`src/rtl/score_bcd_tracker.sv`:
```
// Score formatter: samples current and best scores, converts each to
// 3-digit BCD with a serial shift-add-3 engine, and packs the display word.
module score_bcd_tracker #(
  parameter int unsigned SAT_VALUE = 999
) (
  input  logic        clk,
  input  logic        rst,
  input  logic [1:0]  state,
  input  logic [10:0] score,
  input  logic        clear_best,
  output logic [11:0] score_bcd,
  output logic [11:0] best_bcd,
  output logic [31:0] disp_data,
  output logic        bcd_valid,
  output logic        new_best,
  output logic        sat
);

  typedef enum logic [1:0] {
    IDLE,
    LOAD,
    SHIFT,
    STORE
  } fsm_t;

  localparam logic [10:0] SAT = 11'(SAT_VALUE);

  fsm_t        fsm;
  fsm_t        fsm_nxt;
  logic [10:0] best_bin;
  logic [10:0] last_cur;
  logic [10:0] last_best;
  logic [1:0]  prev_state;
  logic [11:0] bcd;
  logic [10:0] bin;
  logic [3:0]  cnt;
  logic        target;
  logic        tgt_nxt;
  logic        death;
  logic        pend_cur;
  logic        pend_best;
  logic [10:0] src;
  logic [10:0] src_sat;
  logic [11:0] bcd_adj;

  assign death     = (state == 2'd2) && (prev_state != 2'd2);
  assign pend_cur  = (score != last_cur);
  assign pend_best = (best_bin != last_best);
  assign src       = target ? best_bin : score;
  assign src_sat   = (src > SAT) ? SAT : src;
  assign disp_data = {best_bcd, 8'h00, score_bcd};

  // Add 3 to every BCD nibble of 5 or more ahead of the shift
  always_comb begin
    bcd_adj = bcd;
    for (int i = 0; i < 3; i++) begin
      if (bcd[4*i+:4] >= 4'd5)
        bcd_adj[4*i+:4] = bcd[4*i+:4] + 4'd3;
    end
  end

  // Best-score tracking on death edges, clear has priority
  always_ff @(posedge clk or negedge rst) begin
    if (!rst) begin
      prev_state <= 2'd0;
      best_bin   <= 11'd0;
      new_best   <= 1'b0;
    end else begin
      prev_state <= state;
      if (clear_best) begin
        best_bin <= 11'd0;
        new_best <= 1'b0;
      end else if (death && (score > best_bin)) begin
        best_bin <= score;
        new_best <= 1'b1;
      end else if (state == 2'd0) begin
        new_best <= 1'b0;
      end
    end
  end

  // Next-state: current score wins over best when both are pending
  always_comb begin
    fsm_nxt = fsm;
    tgt_nxt = target;
    unique case (fsm)
      IDLE: begin
        if (pend_cur) begin
          fsm_nxt = LOAD;
          tgt_nxt = 1'b0;
        end else if (pend_best) begin
          fsm_nxt = LOAD;
          tgt_nxt = 1'b1;
        end
      end
      LOAD:  fsm_nxt = SHIFT;
      SHIFT: if (cnt == 4'd10) fsm_nxt = STORE;
      STORE: fsm_nxt = IDLE;
    endcase
  end

  // State register and conversion target
  always_ff @(posedge clk or negedge rst) begin
    if (!rst) begin
      fsm    <= IDLE;
      target <= 1'b0;
    end else begin
      fsm    <= fsm_nxt;
      target <= tgt_nxt;
    end
  end

  // Conversion datapath; outputs only move in STORE
  always_ff @(posedge clk or negedge rst) begin
    if (!rst) begin
      last_cur  <= 11'd0;
      last_best <= 11'd0;
      bcd       <= 12'd0;
      bin       <= 11'd0;
      cnt       <= 4'd0;
      score_bcd <= 12'd0;
      best_bcd  <= 12'd0;
      sat       <= 1'b0;
      bcd_valid <= 1'b0;
    end else begin
      bcd_valid <= (fsm == IDLE) && !pend_cur && !pend_best;
      unique case (fsm)
        IDLE: ;
        LOAD: begin
          if (target) last_best <= best_bin;
          else        last_cur  <= score;
          bin <= src_sat;
          bcd <= 12'd0;
          cnt <= 4'd0;
        end
        SHIFT: begin
          {bcd, bin} <= {bcd_adj[10:0], bin, 1'b0};
          cnt        <= cnt + 4'd1;
        end
        STORE: begin
          if (target) begin
            best_bcd <= bcd;
          end else begin
            score_bcd <= bcd;
            sat       <= (last_cur > SAT);
          end
        end
      endcase
    end
  end

endmodule

```
`config.mk`:
```
export PLATFORM = sky130hd
export DESIGN_NAME = score_bcd_tracker
export DESIGN_NICKNAME = d
export VERILOG_FILES = /design/src/rtl/score_bcd_tracker.sv
export SDC_FILE = /design/constraint.sdc
export NUM_CORES = 1
export LEC_CHECK = 0
export CORE_ASPECT_RATIO = 1.75
export CORE_MARGIN = 2
export CORE_UTILIZATION = 59
export DETAILED_ROUTE_END_ITERATION = 12
export PLACE_DENSITY = 0.86
export SYNTH_ARGS = -nofsm -noshare
export SYNTH_HDL_FRONTEND = slang
export SYNTH_SLANG_ARGS = --single-unit
```
`constraint.sdc`:
```
create_clock -name clk -period 3.95 [get_ports clk]
set_input_delay 0.395 -clock clk [delete_from_list [all_inputs] [get_ports clk]]
set_output_delay 0.395 -clock clk [all_outputs]
set_load 0.1 [all_outputs]
```
==> results of run 1 <==
-- per-layer routing --
layer | vias to the layer above | track usage (%)
met4 | 0 | 16.1
met5 | - | 0
met1 | 1748 | 25.4
met3 | 34 | 4.92
met2 | 115 | 42.2
li1 | 1759 | -
-- stage by stage --
| stage | worst slack [ns] | hold slack, ns | instances |
|---|---|---|---|
| 2_1_floorplan | 2.05 | 0.0994 | 511 |
| 3_3_place_gp | 0.873 | 0.472 | 619 |
| 3_5_place_dp | 0.755 | 0.475 | 619 |
| 4_1_cts | 1.09 | 0.155 | 635 |
| 5_1_grt | 0.887 | 0.191 | 635 |
| 6_report | 1.05 | 0.121 | 635 |
-- sequential cells by signal (all words and copies together) (netlist names), 2 cells and up --
| register | cells |
|---|---|
| prev_state | 2 |
| last_cur | 11 |
| bin | 11 |
| cnt | 4 |
| bcd | 12 |
| best_bcd | 12 |
| best_bin | 11 |
| last_best | 11 |
| score_bcd | 12 |
| fsm | 2 |
-- worst max-delay path: stages --
cell	delay, ns
clkdlybuf4s50_1	0.54
ha_1	0.37
nand4_1	0.17
a211oi_2	0.27
a2111oi_2	0.09
nor3_2	1.02
mux2i_1	0.30
-- power by group through the flow --
stage	Sequential, mW	Clock [mW]	Combinational, mW
3_3_place_gp	1.39	0	2.00
2_1_floorplan	1.72	0	1.33
4_1_cts	1.40	0.874	2.06
6_report	1.39	0.865	2.05
5_1_grt	1.43	0.915	2.20
3_5_place_dp	1.41	0	2.05
-- synth_stat cells (3+ instances only) --
| master | number |
|---|---|
| a21oi_1 | 18 |
| a31oi_1 | 5 |
| buf_2 | 3 |
| buf_4 | 33 |
| clkbuf_1 | 16 |
| dfrtp_1 | 92 |
| ha_1 | 23 |
| inv_1 | 38 |
| mux2_2 | 12 |
| mux2i_1 | 14 |
| nand2_1 | 47 |
| nand2b_1 | 26 |
| nand3_1 | 6 |
| nand3b_1 | 3 |
| nand4_1 | 4 |
| nor2_1 | 16 |
| nor3_1 | 8 |
| nor4_1 | 9 |
| o21ai_0 | 43 |
| o21ai_1 | 10 |
| o22ai_1 | 18 |
| xnor2_1 | 3 |
| xor2_1 | 22 |
-- how the worst max path moves through the flow --
stage,depth (start not counted),start,endpoint
2_1_floorplan,8,best_bin[8]$_DFFE_PN0P_,best_bin[0]$_DFFE_PN0P_
5_1_grt,7,score[8],best_bin[2]$_DFFE_PN0P_
6_report,7,score[8],best_bin[3]$_DFFE_PN0P_
3_5_place_dp,7,score[8],best_bin[8]$_DFFE_PN0P_
3_3_place_gp,7,score[8],best_bin[5]$_DFFE_PN0P_
4_1_cts,7,score[8],best_bin[3]$_DFFE_PN0P_
-- final cells by class --
| cell class | instances | share of cell area, % |
|---|---|---|
| well taps | 92 | 2.01 |
| clock inverters | 6 | 1.09 |
| flip-flops and latches | 92 | 40.2 |
| inverters | 40 | 2.62 |
| repair buffers | 70 | 12.0 |
| multi-input cells | 325 | 37.9 |
| clock buffers | 10 | 4.17 |
-- cell families (layout without fill, tap and decap cells) --
kind of cell	Yosys count	in the layout	share of synthesized area [%]
AOI/OAI and AO/OA	110	110	13.6
xor gates and xnor gates	25	25	4.44
adders and majority gates	23	23	5.83
buffers and inverters	94	126	9.89
DFF	92	92	46.7
muxes	27	27	5.81
other	1	8	0.0760
and+or+nand+nor	132	132	13.7
==> impl_metrics.json, run 1 <==
{
  "crit_fanout": 12,
  "post_cts_buffers": 0,
  "root_buffer": "clkbuf_16",
  "power.leakage_nw": 2.52,
  "synthesis.area_um2": 4930,
  "vias": 3656,
  "initialDrtViolationCount": 208,
  "antenna_found_initial": 0,
  "drive_above_1_share_pct": 8.29,
  "h-tree-depth": 3,
  "power.total_mw": 4.31,
  "ios": 75,
  "tightest_slew_ns": 1.26,
  "drt-pass1-iter-count": 5,
  "cts_resized": 0,
  "layout_common_cells": "dfrtp_1 (92), clkdlybuf4s50_1 (65), nand2_1 (47)",
  "viasPerCell": 5.76,
  "clk_pin_slew_worst_paths_ns": 0.06,
  "grt.total_usage_pct": 24.3,
  "status": "finished, final reports clean",
  "power_switching_mw": 2.05,
  "grt_pass1_wl_mm": 17.0,
  "grt_pass1_vias": 3614,
  "reg2reg_from": "best_bin[9]$_DFFE_PN0P_",
  "skew_ns": 0.00609,
  "r2r-end": "best_bin[3]$_DFFE_PN0P_",
  "nFillCells": 623,
  "synth.distinct_cells": 53,
  "clock_power_share_pct": 20.1,
  "ys_ff_latch": 92,
  "place.port_buffers": 66,
  "die_w_um": 73.1,
  "seq_area_um2": 2300,
  "antenna_left": 0,
  "clock_sinks": 92,
  "antenna_cells": 0,
  "drv_cap": 0,
  "wl_met2_mm": 5.70,
  "die_area_um2": 9140,
  "max_freq_mhz": 345,
  "layout_commonest_cell": "dfrtp_1",
  "fin_crit_ns": 2.90,
  "finalInstanceArea_um2": 5730,
  "reg2reg_depth": 7,
  "tns_ns": 0,
  "ys_warn_count": 0,
  "path_class": "in -> reg",
  "drv_slew": 0,
  "hold_viol": 0,
  "setup_viol": 0,
  "initial_utilization_pct": 60.1,
  "synth_seq_area_share_pct": 46.7,
  "irDropWorstVdd_mv": 0.462,
  "final_util_pct": 69.8,
  "routed.top_layer": "met4",
  "fp.dieH_um": 125,
  "max-clock-path-buffers": 2,
  "rows": 44,
  "syn2layout_area_growth_pct": 16.1,
  "powerDensity_nw_per_um2": 753,
  "multi_input_area_um2": 2170,
  "start_kind": "primary input",
  "rrSetupSlack_ns": 1.12,
  "power.internal_mw": 2.27,
  "hpwlAfterDp_mm": 7.79,
  "synthFlopType": "dfrtp_1",
  "yosys-top-cells-area": "dfrtp_1 (47%), ha_1 (5.8%), buf_4 (5.0%), o21ai_0 (4.4%), xor2_1 (3.9%)",
  "pwr-share-comb_pct": 47.6,
  "fin_crit_sh_pct": 73.4,
  "cts_tree": "done",
  "grt_max_degree": 62,
  "numCtsBuffers": 9,
  "synth_top_area_cell": "dfrtp_1",
  "num-nets-final": 577,
  "holdBufCountCts": 0,
  "async_flop_share_pct": 100,
  "cp.arrival_ns": 3.16,
  "drc": 0,
  "syn_area_per_cell_um2": 9.79,
  "place_area_um2": 5420,
  "routed_wl_mm": 10.4,
  "switching_share_pct": 47.5,
  "clock_latency_ns": 0.34,
  "rsz0062_at_grt": "false",
  "wire_per_inst_um": 16.4,
  "slew_headroom_pct": 15.5,
  "syn_inst": 504,
  "gp_congestion": 0.951,
  "synth-edff-count": 0,
  "p_seq_share_pct": 32.4,
  "required_ns": 4.21,
  "met1_length_mm": 3.76,
  "hold_path.class": "in -> async",
  "yosysTopAreaCellShare_pct": 46.7,
  "grt_remaining_overflow": 0,
  "coreArea_um2": 8200,
  "end_kind": "flip-flop",
  "met3WireLength_um": 372
}
Power figures use the tool's default switching activity.
==> run 2, diff against run 1 <==
Settings changed: CORE_UTILIZATION 59 to 54, PLACE_DENSITY 0.86 to 0.8.
Clock period 3.95 ns to 2.8 ns, I/O delays scaled along.
==> run 2 against run 1 <==
Effect of this change:
- via count increased by 2.5%
- register-to-register slack worse by 0.62 ns
- worst hold slack better by 0.16 ns
- wire length increased by 6.7%
- sequential share of layout area decreased by 0.86 points
==> impl_metrics.json, run 2 (synthesized netlist as in run 1, its figures left out) <==
{
  "reg_top3": "bcd (12), best_bcd (12), score_bcd (12)",
  "end_kind": "flip-flop",
  "power.total_mw": 6.21,
  "routed_wl_mm": 11.1,
  "initial_utilization_pct": 54.9,
  "die_w_um": 76.2,
  "required_ns": 3.07,
  "rrSetupSlack_ns": 0.50,
  "drive_above_1_share_pct": 20.8,
  "grt_pass1_vias": 3894,
  "critical_path.startpoint": "best_bin[6]$_DFFE_PN0P_",
  "rows": 46,
  "pwr-share-comb_pct": 47.1,
  "status": "finished, final reports clean",
  "hold_path.class": "in -> async",
  "crit_fanout": 12,
  "tightest_slew_ns": 0.787,
  "clock_sinks": 92,
  "h-tree-depth": 3,
  "antenna_cells": 0,
  "cp.arrival_ns": 2.56,
  "start_kind": "flip-flop",
  "reg2reg_depth": 7,
  "seq_area_um2": 2300,
  "power_switching_mw": 2.92,
  "antenna_left": 0,
  "multi_input_area_um2": 2170,
  "initialDrtViolationCount": 217,
  "powerDensity_nw_per_um2": 1060,
  "clk_pin_slew_worst_paths_ns": 0.06,
  "fin_crit_sh_pct": 82.1,
  "setup_viol": 0,
  "max_freq_mhz": 435,
  "hpwlAfterDp_mm": 8.53,
  "hold_viol": 0,
  "fin_crit_ns": 2.30,
  "path_class": "reg -> reg",
  "drv_cap": 0,
  "power.internal_mw": 3.29,
  "layout_commonest_cell": "dfrtp_1",
  "die_area_um2": 9940,
  "fp.dieH_um": 130,
  "coreArea_um2": 8980,
  "viasPerCell": 5.46,
  "slew_headroom_pct": 47.3,
  "whs_ns": 0.279,
  "root_buffer": "clkbuf_16",
  "ios": 75,
  "gp_congestion": 0.924,
  "final_util_pct": 65.2,
  "antenna_found_initial": 0,
  "reg2reg_from": "best_bin[6]$_DFFE_PN0P_",
  "num-nets-final": 600,
  "r2r-end": "best_bin[7]$_DFFE_PN0P_",
  "drv_slew": 0,
  "irDropWorstVdd_mv": 0.519,
  "rsz0062_at_grt": "false",
  "place.port_buffers": 66,
  "endpoint": "best_bin[7]$_DFFE_PN0P_",
  "drt-pass1-iter-count": 6,
  "max-clock-path-buffers": 2,
  "layout_common_cells": "dfrtp_1 (92), buf_4 (77), nand2_1 (47)",
  "grt_pass1_wl_mm": 18.5,
  "nFillCells": 751,
  "p_seq_share_pct": 31.6,
  "clock_power_share_pct": 21.3,
  "drc": 0,
  "grt_remaining_overflow": 0,
  "vias": 3746,
  "power.leakage_nw": 2.74,
  "clock_latency_ns": 0.34,
  "numCtsBuffers": 9,
  "switching_share_pct": 47.0,
  "grt.total_usage_pct": 24.1,
  "cts_tree": "done",
  "post_cts_buffers": 0,
  "grt_max_degree": 89,
  "wire_per_inst_um": 16.2,
  "skew_ns": 0.00548,
  "syn2layout_area_growth_pct": 18.6
}
[run 2: cell count changes in the layout (fill, tap and decap cells not counted), sizes merged]
cell and change:
buf +73, clkdlybuf4s50 -51, clkinv -2, bufinv +1, clkinvlp +1, dlygate4sd3 +1
[run 2: repair_timing]
item                                   4_1_cts  5_1_grt
setup endpoints to repair                    0       11
hold buffers                                 1        0
resized for setup                            0        1
endpoints found under the hold margin        4        0
[run 2: critical path, cell delays in order (launching register included)]
cell and delay (ns):
dfrtp_1 0.38, inv_1 0.13, ha_1 0.33, nand4_1 0.15, a211oi_2 0.19, a2111oi_2 0.09
nor3_4 0.68, mux2i_1 0.28
[run 2: metrics by stage]
stage | std cells | instance area, um2 | worst slack [ns] | TNS (ns)
after detailed placement | 669 | 5510 | -0.154 | -1.50
final | 686 | 5850 | 0.501 | 0
after global routing | 686 | 5850 | 0.291 | 0
after floorplan | 511 | 4960 | 0.897 | 0
after CTS | 686 | 5840 | 0.119 | 0
after global placement | 669 | 5510 | -0.0773 | -0.865
[run 2: routing by layer]
metal / vias to the layer above / share of wire (%) / GRT usage [%]
met5: - / 0 / 0
met4: 0 / 5.5 / 16.9
met3: 36 / 3.5 / 3.37
met2: 117 / 57 / 47.2
met1: 1793 / 34 / 23.0
li1: 1800 / - / -
[run 2: cell type report]
cell class / instances / area share (%)
clock inverter: 6 / 1.48
clock buffer: 10 / 4.08
timing repair buffer: 93 / 12.8
inverter: 40 / 2.57
tap: 120 / 2.57
sequential: 92 / 39.3
multi-input combinational: 325 / 37.2
[run 2: power by group through the flow]
stage	logic, mW	registers [mW]	clock network, mW
floorplan	1.88	2.43	0
global placement	2.86	1.96	0
detailed placement	2.92	1.98	0
CTS	2.94	1.96	1.34
global route	3.14	2.01	1.39
finish	2.92	1.96	1.32
[run 2: how the worst min path moves through the flow]
stage	start	to	slack, ns	cells past startpoint
after global routing	rst	score_bcd[10]$_DFFE_PN0P_	0.29	2
after floorplan	rst	bcd[0]$_DFFE_PN0P_	-0.02	0
final	rst	score_bcd[9]$_DFFE_PN0P_	0.28	2
after detailed placement	rst	score_bcd[9]$_DFFE_PN0P_	0.09	1
after CTS	rst	score_bcd[9]$_DFFE_PN0P_	0.27	2
after global placement	rst	score_bcd[10]$_DFFE_PN0P_	0.09	1
